## src/rtl/multicycle_ctrl_if.sv

```systemverilog
// rtl/multicycle_ctrl_if.sv - control bus between the multi-cycle sequencer and the shared datapath
interface multicycle_ctrl_if;
    logic [5:0]  opcode;
    logic [5:0]  funct;
    logic        mem_ready;
    logic        PCWrite;
    logic        IRWrite;
    logic        RegWrite;
    logic        MemWrite;
    logic        MemRead;
    logic [1:0]  RegDst;
    logic        ALUSrc;
    logic [1:0]  MemtoReg;
    logic [1:0]  ExtOP;
    logic [1:0]  ALUctr;
    logic [2:0]  nPC_sel;
    logic [2:0]  state;
    logic        instr_done;
    logic [31:0] retired;

    modport master (
        input  opcode, funct, mem_ready,
        output PCWrite, IRWrite, RegWrite, MemWrite, MemRead,
        output RegDst, ALUSrc, MemtoReg, ExtOP, ALUctr, nPC_sel,
        output state, instr_done, retired
    );

    modport slave (
        output opcode, funct, mem_ready,
        input  PCWrite, IRWrite, RegWrite, MemWrite, MemRead,
        input  RegDst, ALUSrc, MemtoReg, ExtOP, ALUctr, nPC_sel,
        input  state, instr_done, retired
    );
endinterface

```

## src/rtl/multicycle_ctrl.sv

```systemverilog
// rtl/multicycle_ctrl.sv - FETCH/DECODE/EXEC/MEM/WB sequencer for the multi-cycle MIPS core
module multicycle_ctrl (
    input  logic clk,
    input  logic reset,
    multicycle_ctrl_if.master bus
);
    typedef enum logic [2:0] {
        S_FETCH  = 3'd0,
        S_DECODE = 3'd1,
        S_EXEC   = 3'd2,
        S_MEM    = 3'd3,
        S_WB     = 3'd4
    } state_e;

    localparam logic [5:0] OP_RTYPE = 6'b000000;
    localparam logic [5:0] OP_ORI   = 6'b001101;
    localparam logic [5:0] OP_LUI   = 6'b001111;
    localparam logic [5:0] OP_LW    = 6'b100011;
    localparam logic [5:0] OP_SW    = 6'b101011;
    localparam logic [5:0] OP_BEQ   = 6'b000100;
    localparam logic [5:0] OP_J     = 6'b000010;
    localparam logic [5:0] OP_JAL   = 6'b000011;
    localparam logic [5:0] FN_ADDU  = 6'b100001;
    localparam logic [5:0] FN_SUBU  = 6'b100011;
    localparam logic [5:0] FN_JR    = 6'b001000;

    localparam logic [1:0] ALU_ADD  = 2'd0;
    localparam logic [1:0] ALU_SUB  = 2'd1;
    localparam logic [1:0] ALU_OR   = 2'd2;
    localparam logic [1:0] EXT_ZERO = 2'd0;
    localparam logic [1:0] EXT_SIGN = 2'd1;
    localparam logic [1:0] EXT_LUI  = 2'd2;
    localparam logic [1:0] DST_RT   = 2'd0;
    localparam logic [1:0] DST_RD   = 2'd1;
    localparam logic [1:0] DST_RA   = 2'd2;
    localparam logic [1:0] WD_ALU   = 2'd0;
    localparam logic [1:0] WD_MEM   = 2'd1;
    localparam logic [1:0] WD_EXT   = 2'd2;
    localparam logic [1:0] WD_PC4   = 2'd3;
    localparam logic [2:0] NPC_SEQ  = 3'd0;
    localparam logic [2:0] NPC_BEQ  = 3'd1;
    localparam logic [2:0] NPC_JUMP = 3'd2;
    localparam logic [2:0] NPC_JR   = 3'd3;

    state_e      state_q, state_d;
    logic [31:0] retired_q, retired_d;

    logic is_rtype, is_addu, is_subu, is_jr;
    logic is_ori, is_lui, is_lw, is_sw, is_beq, is_j, is_jal, is_nop;

    assign is_rtype = (bus.opcode == OP_RTYPE);
    assign is_addu  = is_rtype && (bus.funct == FN_ADDU);
    assign is_subu  = is_rtype && (bus.funct == FN_SUBU);
    assign is_jr    = is_rtype && (bus.funct == FN_JR);
    assign is_ori   = (bus.opcode == OP_ORI);
    assign is_lui   = (bus.opcode == OP_LUI);
    assign is_lw    = (bus.opcode == OP_LW);
    assign is_sw    = (bus.opcode == OP_SW);
    assign is_beq   = (bus.opcode == OP_BEQ);
    assign is_j     = (bus.opcode == OP_J);
    assign is_jal   = (bus.opcode == OP_JAL);
    // Anything unrecognised, including R-type with an unknown funct, retires as PC+4.
    assign is_nop   = !(is_addu || is_subu || is_jr || is_ori || is_lui ||
                        is_lw || is_sw || is_beq || is_j || is_jal);

    // ALU/ext selects set up in EXEC and held through MEM and WB.
    logic [1:0] ex_aluctr;
    logic       ex_alusrc;
    logic [1:0] ex_extop;

    always_comb begin
        ex_aluctr = ALU_ADD;
        ex_alusrc = 1'b0;
        ex_extop  = EXT_ZERO;
        if (is_subu || is_beq) begin
            ex_aluctr = ALU_SUB;
        end else if (is_ori) begin
            ex_aluctr = ALU_OR;
        end
        if (is_lw || is_sw) begin
            ex_alusrc = 1'b1;
            ex_extop  = EXT_SIGN;
        end else if (is_ori) begin
            ex_alusrc = 1'b1;
            ex_extop  = EXT_ZERO;
        end
    end

    logic       pc_write, ir_write, reg_write, mem_write, mem_read, alu_src;
    logic [1:0] reg_dst, mem_to_reg, ext_op, alu_ctr;
    logic [2:0] npc_sel;

    always_comb begin
        state_d    = state_q;
        pc_write   = 1'b0;
        ir_write   = 1'b0;
        reg_write  = 1'b0;
        mem_write  = 1'b0;
        mem_read   = 1'b0;
        alu_src    = 1'b0;
        reg_dst    = DST_RT;
        mem_to_reg = WD_ALU;
        ext_op     = EXT_ZERO;
        alu_ctr    = ALU_ADD;
        npc_sel    = NPC_SEQ;
        case (state_q)
            S_FETCH: begin
                ir_write = 1'b1;
                state_d  = S_DECODE;
            end
            S_DECODE: begin
                if (is_j) begin
                    pc_write = 1'b1;
                    npc_sel  = NPC_JUMP;
                    state_d  = S_FETCH;
                end else if (is_jr) begin
                    pc_write = 1'b1;
                    npc_sel  = NPC_JR;
                    state_d  = S_FETCH;
                end else if (is_jal) begin
                    pc_write   = 1'b1;
                    npc_sel    = NPC_JUMP;
                    reg_write  = 1'b1;
                    reg_dst    = DST_RA;
                    mem_to_reg = WD_PC4;
                    state_d    = S_FETCH;
                end else if (is_nop) begin
                    pc_write = 1'b1;
                    npc_sel  = NPC_SEQ;
                    state_d  = S_FETCH;
                end else begin
                    state_d = S_EXEC;
                end
            end
            S_EXEC: begin
                alu_ctr = ex_aluctr;
                alu_src = ex_alusrc;
                ext_op  = ex_extop;
                if (is_beq) begin
                    pc_write = 1'b1;
                    npc_sel  = NPC_BEQ;
                    state_d  = S_FETCH;
                end else if (is_lw || is_sw) begin
                    state_d = S_MEM;
                end else begin
                    state_d = S_WB;
                end
            end
            S_MEM: begin
                alu_ctr   = ex_aluctr;
                alu_src   = ex_alusrc;
                ext_op    = ex_extop;
                mem_read  = is_lw;
                mem_write = is_sw;
                if (bus.mem_ready) begin
                    if (is_sw) begin
                        pc_write = 1'b1;
                        npc_sel  = NPC_SEQ;
                        state_d  = S_FETCH;
                    end else begin
                        state_d = S_WB;
                    end
                end
            end
            S_WB: begin
                alu_ctr   = ex_aluctr;
                alu_src   = ex_alusrc;
                ext_op    = is_lui ? EXT_LUI : ex_extop;
                reg_write = 1'b1;
                pc_write  = 1'b1;
                npc_sel   = NPC_SEQ;
                reg_dst   = (is_addu || is_subu) ? DST_RD : DST_RT;
                if (is_lw) begin
                    mem_to_reg = WD_MEM;
                end else if (is_lui) begin
                    mem_to_reg = WD_EXT;
                end
                state_d = S_FETCH;
            end
            default: begin
                state_d = S_FETCH;
            end
        endcase
    end

    // The PC write is the single retirement point, so it also drives the counter.
    assign retired_d = retired_q + 32'd1;

    always_ff @(posedge clk or posedge reset) begin
        if (reset) begin
            state_q   <= S_FETCH;
            retired_q <= '0;
        end else begin
            state_q <= state_d;
            if (pc_write) begin
                retired_q <= retired_d;
            end
        end
    end

    assign bus.PCWrite    = pc_write;
    assign bus.IRWrite    = ir_write;
    assign bus.RegWrite   = reg_write;
    assign bus.MemWrite   = mem_write;
    assign bus.MemRead    = mem_read;
    assign bus.RegDst     = reg_dst;
    assign bus.ALUSrc     = alu_src;
    assign bus.MemtoReg   = mem_to_reg;
    assign bus.ExtOP      = ext_op;
    assign bus.ALUctr     = alu_ctr;
    assign bus.nPC_sel    = npc_sel;
    assign bus.state      = state_q;
    assign bus.instr_done = pc_write;
    assign bus.retired    = retired_q;
endmodule

```

## src/flat_wrapper.sv

```systemverilog
// flat-port wrapper written by rule: the top's interface ports become plain ports
module multicycle_ctrl_flat 
  (clk, reset, bus_opcode, bus_funct, bus_mem_ready, bus_PCWrite, bus_IRWrite, bus_RegWrite, bus_MemWrite, bus_MemRead, bus_RegDst, bus_ALUSrc, bus_MemtoReg, bus_ExtOP, bus_ALUctr, bus_nPC_sel, bus_state, bus_instr_done, bus_retired);
  multicycle_ctrl_if bus_i ();
  input  logic clk;
  input  logic reset;
  input wire logic [$bits(bus_i.opcode)-1:0] bus_opcode;
  input wire logic [$bits(bus_i.funct)-1:0] bus_funct;
  input wire logic [$bits(bus_i.mem_ready)-1:0] bus_mem_ready;
  output wire logic [$bits(bus_i.PCWrite)-1:0] bus_PCWrite;
  output wire logic [$bits(bus_i.IRWrite)-1:0] bus_IRWrite;
  output wire logic [$bits(bus_i.RegWrite)-1:0] bus_RegWrite;
  output wire logic [$bits(bus_i.MemWrite)-1:0] bus_MemWrite;
  output wire logic [$bits(bus_i.MemRead)-1:0] bus_MemRead;
  output wire logic [$bits(bus_i.RegDst)-1:0] bus_RegDst;
  output wire logic [$bits(bus_i.ALUSrc)-1:0] bus_ALUSrc;
  output wire logic [$bits(bus_i.MemtoReg)-1:0] bus_MemtoReg;
  output wire logic [$bits(bus_i.ExtOP)-1:0] bus_ExtOP;
  output wire logic [$bits(bus_i.ALUctr)-1:0] bus_ALUctr;
  output wire logic [$bits(bus_i.nPC_sel)-1:0] bus_nPC_sel;
  output wire logic [$bits(bus_i.state)-1:0] bus_state;
  output wire logic [$bits(bus_i.instr_done)-1:0] bus_instr_done;
  output wire logic [$bits(bus_i.retired)-1:0] bus_retired;
  assign bus_i.opcode = bus_opcode;
  assign bus_i.funct = bus_funct;
  assign bus_i.mem_ready = bus_mem_ready;
  assign bus_PCWrite = bus_i.PCWrite;
  assign bus_IRWrite = bus_i.IRWrite;
  assign bus_RegWrite = bus_i.RegWrite;
  assign bus_MemWrite = bus_i.MemWrite;
  assign bus_MemRead = bus_i.MemRead;
  assign bus_RegDst = bus_i.RegDst;
  assign bus_ALUSrc = bus_i.ALUSrc;
  assign bus_MemtoReg = bus_i.MemtoReg;
  assign bus_ExtOP = bus_i.ExtOP;
  assign bus_ALUctr = bus_i.ALUctr;
  assign bus_nPC_sel = bus_i.nPC_sel;
  assign bus_state = bus_i.state;
  assign bus_instr_done = bus_i.instr_done;
  assign bus_retired = bus_i.retired;
  multicycle_ctrl u_core (.clk(clk), .reset(reset), .bus(bus_i));
endmodule
```

## config.mk

```make
export PLATFORM = sky130hd
export DESIGN_NAME = multicycle_ctrl_flat
export DESIGN_NICKNAME = d
export VERILOG_FILES = /design/src/rtl/multicycle_ctrl_if.sv /design/src/rtl/multicycle_ctrl.sv /design/src/flat_wrapper.sv
export SDC_FILE = /design/constraint.sdc
export NUM_CORES = 1
export LEC_CHECK = 0
export ABC_AREA = 1
export CAP_MARGIN = 20
export CELL_PAD_IN_SITES_DETAIL_PLACEMENT = 1
export CELL_PAD_IN_SITES_GLOBAL_PLACEMENT = 1
export CORE_AREA = 2 2 87 89
export CTS_BUF_LIST = sky130_fd_sc_hd__clkbuf_4
export DETAILED_ROUTE_END_ITERATION = 10
export DIE_AREA = 0 0 89 91
export HOLD_SLACK_MARGIN = 0.03
export PLACE_DENSITY = 0.87
export RECOVER_POWER = 100
export SLEW_MARGIN = 20
export SYNTH_ARGS = -nofsm -noshare
export SYNTH_HDL_FRONTEND = slang
export SYNTH_SLANG_ARGS = --single-unit
```

## constraint.sdc

```tcl
create_clock -name clk -period 4.75 [get_ports clk]
set_input_delay 0.7125 -clock clk [delete_from_list [all_inputs] [get_ports clk]]
set_output_delay 0.7125 -clock clk [all_outputs]
set_load 0.05 [all_outputs]
```

==> results.ini, run 1 <==
[run_status]
status=complete, but fails checks
violations=capacitance limit, slew limit

[job]
max_cap_violations=1

[logic_synthesis]
post-synth-top-area-fraction_pct=33.1
syn-num-nets=433
synth_top_area_cell=dfrtp_1
synth.distinct_cells=30
dominantRegCellSynth=dfrtp_1
synth_edf_count=0
yosys-top-cells-area=dfrtp_1, nand2_1, nor2_1, nand3_1, nand3b_1
yosysWarnings=0
synth_cells=417
synth-async-reset-ratio_pct=100
seq_area_frac_synth_pct=33.1
synth_area_um2=2650
syn_area_per_cell_um2=6.36
ys_seq_elements=35

[critical_path]
cp_slowest_cell=dlygate4sd3_1
worstSetupPathType=in2out
cp_cell_sequence=dlygate4sd3_1, nand2_1, inv_1, nand3_1, nand2_1, nor2_1, nand3_1, nand2_4, dlygate4sd3_1
crit_fanout=34
reg2reg_depth=6
crit_family=buffers and inverters
worstPathRequired_ns=4.04
cp.depth=9
reg2reg_from=u_core.bus.state[0]$_DFFE_PP0P_
crit_path_end_kind=output pin
r2r_slack_ns=2.55
r2r_end=u_core.bus.retired[7]$_DFFE_PP0P_
start_kind=input pin
cpPeakStageDelay_ns=0.93
crit_start=bus_opcode[0]
setup.worst_path.end=bus_instr_done
arrival_ns=3.31
crit_buf_inv=3

[placed_design]
io_buffers=66
gp_congestion=0.842
dp_cells=574
place_hpwl_um=6810

[timing]
worst_pin_slew_ns=1.92
period_needed_ns=4.02
hold_viol_final=0
rsz0062_at_grt=false
worst_clock_skew_ns=0.00578
fmax_mhz=249
slew_violations=36
period_share_pct=84.6
relSlewSlack_pct=-28.2
timing.setup.tns_ns=0
setup_violations=0

[drt]
drt_iter0_markers=137
drt_wl_total_um=8770
routedWlPerCell_um=15.1
ant_nets=0
drc=0
num_vias=2933
vias_per_cell=5.05
dr.pass1.iters=4

[clock_network]
numCtsBuffers=5
clkLatencyLatePin_ns=0.35
postCtsSetupBuffers=0
path_clk_slew_ns=0.11
cts_sinks=35
cts_tree=yes
cts.htree.levels=2
cts.path.max_buffers=2
hold_buffers=0
cts.repair.resized=0
cts_root_buf=clkbuf_4

[global_routing]
grt_remaining_overflow=0
grt_max_degree=36
antenna_found_initial=0
grt_usage_pct=23.5
grt_pass1_wl_um=15100
first_global_vias=3168

[floorplan]
die_w_um=89
ioPinCount=68
core_area_um2=7140
initial_utilization_pct=37.1
die_area_um2=8100
rows=31
die_y_um=91

[power]
p_sw_uw=511
power.density_nw_per_um2=297
p_clk_share_pct=15.9
p_comb_share_pct=48.1
p_leak_uw=0.00172
p_int_uw=497
p_total_uw=1010
sw_frac_of_total_pct=50.7
p_seq_share_pct=36.0
ir_drop_v=0.000297

[layout]
multi_input_area_um2=1580
final_cell_mix=nand2_1, nor2_1, dlygate4sd3_1
fillCellCount=1010
layout.nets=498
drive_gt1_share_pct=4.77
syn_to_final_growth_pct=28.3
final_cells=581
layout_commonest_cell=nand2_1
register_area_um2=876
n_antenna_cell=0

[hold_path]
min_from=u_core.bus.retired[31]$_DFFE_PP0P_
hold_path.class=reg2reg

[sequential cells by signal (all words and copies together) (netlist names)]
name                cells
u_core.bus.retired     32
u_core.bus.state        3
[power groups by stage]
| stage | Sequential (µW) | Clock (µW) | Combinational [µW] |
|---|---|---|---|
| after floorplan | 444 | 0 | 311 |
| after global placement | 367 | 0 | 500 |
| after detailed placement | 369 | 0 | 512 |
| after CTS | 364 | 163 | 514 |
| after global routing | 368 | 177 | 527 |
| final | 363 | 160 | 485 |
[stage by stage]
stage	worst slack (ns)	cell area (µm²)	util (%)	hold WS (ns)
floorplan	1.75	2650	-	0.801
global route	0.480	3400	47.6	0.614
finish	0.730	3400	47.6	0.566
detailed placement	0.952	3370	47.2	0.547
CTS	0.957	3420	47.9	0.584
global placement	1.06	3370	47.2	0.540
[cells in the mapped netlist (2+ instances only)]
library cell,count
dfrtp_1,35
xor2_1,11
o21ai_0,5
nor2_1,66
buf_2,3
buf_6,3
xnor2_1,4
nand2_2,2
inv_2,6
nand3_1,41
a21oi_1,3
nor3_2,2
buf_4,5
nand3b_1,15
nand3_2,3
nor3_1,2
nand2_1,177
nor2_2,3
inv_1,20
[area by class of cell]
type | instances | share of cell area, %
inverters | 26 | 2.87
multi-input cells | 345 | 46.5
well taps | 99 | 3.64
clock buffers | 5 | 1.10
clock inverters | 2 | 0.258
flip-flops and latches | 35 | 25.8
repair buffers | 69 | 19.9
[worst min-delay path by stage]
stage / end / slack, ns / cells past startpoint
after CTS: u_core.bus.retired[31]$_DFFE_PP0P_ / 0.58 / 2
after global placement: u_core.bus.retired[31]$_DFFE_PP0P_ / 0.54 / 2
after floorplan: u_core.bus.retired[31]$_DFFE_PP0P_ / 0.80 / 2
after global routing: u_core.bus.retired[31]$_DFFE_PP0P_ / 0.61 / 2
after detailed placement: u_core.bus.retired[31]$_DFFE_PP0P_ / 0.55 / 2
final: u_core.bus.retired[31]$_DFFE_PP0P_ / 0.57 / 2
[cell families after synthesis]
| family | Yosys count | synth area share [%] |
|---|---|---|
| compound gates | 10 | 2.03 |
| xor+xnor | 15 | 4.96 |
| fa+ha+maj | 1 | 0.472 |
| buf+inv | 37 | 6.94 |
| flops | 35 | 33.1 |
| other cells | 1 | 0.142 |
| simple gates | 318 | 52.4 |
[worst min-delay path: cells and delay by family (launching register included)]
kind             cells  cell delay [ns]
and+or+nand+nor      2             0.14
DFF                  1             0.39
[per-layer routing]
metal / up-vias / wire length (µm) / track usage, %
met4: 0 / 133 / 5.60
met2: 70 / 4310 / 40.7
met3: 15 / 321 / 3.55
met5: - / 0 / 0
met1: 1414 / 4010 / 30.2
li1: 1434 / - / -
(Power assumes the default switching activity.)
==> run 2, diff against run 1 <==
--- a/config.mk
+++ b/config.mk
@@ -9,12 +9,12 @@
 export CAP_MARGIN = 20
 export CELL_PAD_IN_SITES_DETAIL_PLACEMENT = 1
 export CELL_PAD_IN_SITES_GLOBAL_PLACEMENT = 1
-export CORE_AREA = 2 2 87 89
+export CORE_AREA = 2 2 91 93
 export CTS_BUF_LIST = sky130_fd_sc_hd__clkbuf_4
 export DETAILED_ROUTE_END_ITERATION = 10
-export DIE_AREA = 0 0 89 91
+export DIE_AREA = 0 0 93 95
 export HOLD_SLACK_MARGIN = 0.03
-export PLACE_DENSITY = 0.87
+export PLACE_DENSITY = 0.81
 export RECOVER_POWER = 100
 export SLEW_MARGIN = 20
 export SYNTH_ARGS = -nofsm -noshare
==> constraint.sdc (replaced) <==
create_clock -name clk -period 4.1 [get_ports clk]
set_input_delay 0.615 -clock clk [delete_from_list [all_inputs] [get_ports clk]]
set_output_delay 0.615 -clock clk [all_outputs]
set_load 0.05 [all_outputs]
==> run 2 against run 1 <==
  * The run still ends with capacitance limit, slew limit left
  * Die area is 9.1% higher
  * Final cell count is 1.2% higher
  * Non-clock buffer count stayed put
  * Power is 23% higher
  * Design area is 0.74% higher
  * Clock power is 62% higher
  * Combinational power is 16% higher
  * Critical path depth stayed put
  * Sequential cell count stayed put
  * Largest cell class unchanged
  * Largest power group unchanged
  * Highest routed layer unchanged
==> results.ini, run 2 (same netlist as run 1, synthesis figures left out) <==
[critical_path]
worstPathRequired_ns=3.48  ; -0.56 ns
worstSetupPathType=in2out
start_kind=input pin
crit_fanout=34  ; unchanged
crit_path_end_kind=output pin
arrival_ns=2.85  ; -0.46 ns

[global_routing]
first_global_vias=3043  ; -3.9%
grt_max_degree=36  ; unchanged
grt_usage_pct=20.8  ; -2.7 points
antenna_found_initial=0  ; unchanged
grt_pass1_wl_um=14600  ; -3.6%
grt_remaining_overflow=0  ; unchanged

[layout]
layout.nets=498  ; unchanged
fillCellCount=1073  ; +6.2%
final_cell_mix=nand2_1, nor2_1, dlygate4sd3_1
fin_area_um2=3420  ; +0.74%
n_antenna_cell=0  ; unchanged
layout_commonest_cell=nand2_1
syn_to_final_growth_pct=29.2
drive_gt1_share_pct=4.97  ; +0.20 points
largest_reg_flops=32  ; unchanged

[clock_network]
hold_buffers=0  ; unchanged
cts_tree=yes
path_clk_slew_ns=0.13  ; +0.02 ns
postCtsSetupBuffers=0  ; unchanged
cts.path.max_buffers=2  ; unchanged
clkLatencyLatePin_ns=0.36  ; about the same
cts_sinks=35  ; unchanged
numCtsBuffers=5  ; unchanged
cts_root_buf=clkbuf_4
cts.repair.resized=0  ; unchanged
cts.htree.levels=2  ; unchanged

[timing]
fin_hold_ws_ns=0.617  ; +0.0513 ns
setup_violations=0  ; unchanged
fin_ws_ns=0.636  ; -0.0939 ns
slew_violations=69  ; +92%
relSlewSlack_pct=-29.3  ; -1.1 points
period_share_pct=84.5
rsz0062_at_grt=false
period_needed_ns=3.46
timing.setup.tns_ns=0  ; unchanged
hold_viol_final=0  ; unchanged
fmax_mhz=289
worst_pin_slew_ns=1.94  ; +0.0161 ns
worst_clock_skew_ns=0.0116  ; +0.00578 ns

[power]
p_leak_uw=0.00172  ; +0.42%
p_seq_share_pct=33.8  ; -2.2 points
p_clk_share_pct=20.9  ; +5.0 points
p_comb_share_pct=45.3  ; -2.8 points
power.density_nw_per_um2=362  ; +22%
p_sw_uw=609  ; +19%
sw_frac_of_total_pct=49.1  ; -1.6 points
ir_drop_v=0.000297  ; +0.15%
p_int_uw=630  ; +27%

[job]
max_cap_violations=2  ; +1

[drt]
drt_wl_total_um=8700  ; -0.83%
dr.pass1.iters=4  ; unchanged
drt_iter0_markers=86  ; -37%
num_vias=2905  ; -0.95%
routedWlPerCell_um=14.8  ; -2.0%
ant_nets=0  ; unchanged
drc=0  ; unchanged
vias_per_cell=4.94  ; -2.1%

[placed_design]
io_buffers=66  ; unchanged
place_hpwl_um=6640  ; -2.5%
placed_area_um2=3400  ; +0.82%
pre_cts_slack_ns=0.802  ; -0.150 ns
gp_congestion=0.875  ; +3.9%

[floorplan]
core_area_um2=7930  ; +11%
initial_utilization_pct=33.4  ; -3.7 points
die_y_um=95  ; +4.4%
die_w_um=93  ; +4.5%
die_area_um2=8840  ; +9.1%
ioPinCount=68  ; unchanged
rows=33  ; +6.5%

[run_status]
status=complete, but fails checks
violations=capacitance limit, slew limit

[hold_path]
hold_path.class=reg2reg

run 2: changes by cell type in the layout (fill, tap and decap cells not counted), sizes merged:
cell and change:
dlygate4sd3 -2, clkbuf +2, bufinv +1
run 2: worst paths after layout:
kind	end	cells past startpoint	startpoint	slack (ns)
min reg2reg	u_core.bus.retired[1]$_DFFE_PP0P_	2	u_core.bus.retired[1]$_DFFE_PP0P_	0.62
max	bus_PCWrite	9	bus_opcode[0]	0.64
min	u_core.bus.retired[1]$_DFFE_PP0P_	2	u_core.bus.retired[1]$_DFFE_PP0P_	0.62
max in group asynchronous	u_core.bus.retired[27]$_DFFE_PP0P_	3	reset	1.60
max reg2reg	u_core.bus.retired[16]$_DFFE_PP0P_	6	u_core.bus.state[0]$_DFFE_PP0P_	1.80
min in group asynchronous	u_core.bus.retired[6]$_DFFE_PP0P_	3	reset	1.39
run 2: power by group through the flow:
stage | logic (µW) | clock network [µW] | registers, µW
floorplan | 360 | 0 | 514
global placement | 616 | 0 | 424
detailed placement | 630 | 0 | 426
CTS | 632 | 269 | 421
global route | 613 | 279 | 425
finish | 561 | 259 | 419
run 2: per-layer routing:
metal | GRT usage [%] | routed length [µm] | part of all wire [%]
met2 | 37.2 | 4270 | 49
met3 | 3.19 | 301 | 3.5
met5 | 0 | 0 | 0
met4 | 5.51 | 129 | 1.5
met1 | 26.2 | 4000 | 46
run 2: cell type report:
| class | count | area [µm²] | area share, % |
|---|---|---|---|
| well taps | 105 | 131 | 3.84 |
| clock inverters | 3 | 38.8 | 1.13 |
| repair buffers | 69 | 663 | 19.4 |
| multi-input cells | 345 | 1580 | 46.1 |
| inverters | 26 | 97.6 | 2.85 |
| clock buffers | 5 | 37.5 | 1.10 |
| flip-flops and latches | 35 | 876 | 25.6 |
run 2: critical path: stages:
cell and delay, ns:
dlygate4sd3_1 0.61, nand2_1 0.13, inv_1 0.08, nand3_1 0.18, nand2_1 0.08, nor2_1 0.13, nand3_1 0.16, nand2_4 0.34
clkbuf_1 0.53
run 2: stage by stage:
stage	cells	power, µW	util, %
after floorplan	417	875	-
after global placement	580	1040	42.9
after detailed placement	580	1060	42.9
after CTS	588	1320	43.8
after global routing	588	1320	43.2
final	588	1240	43.2
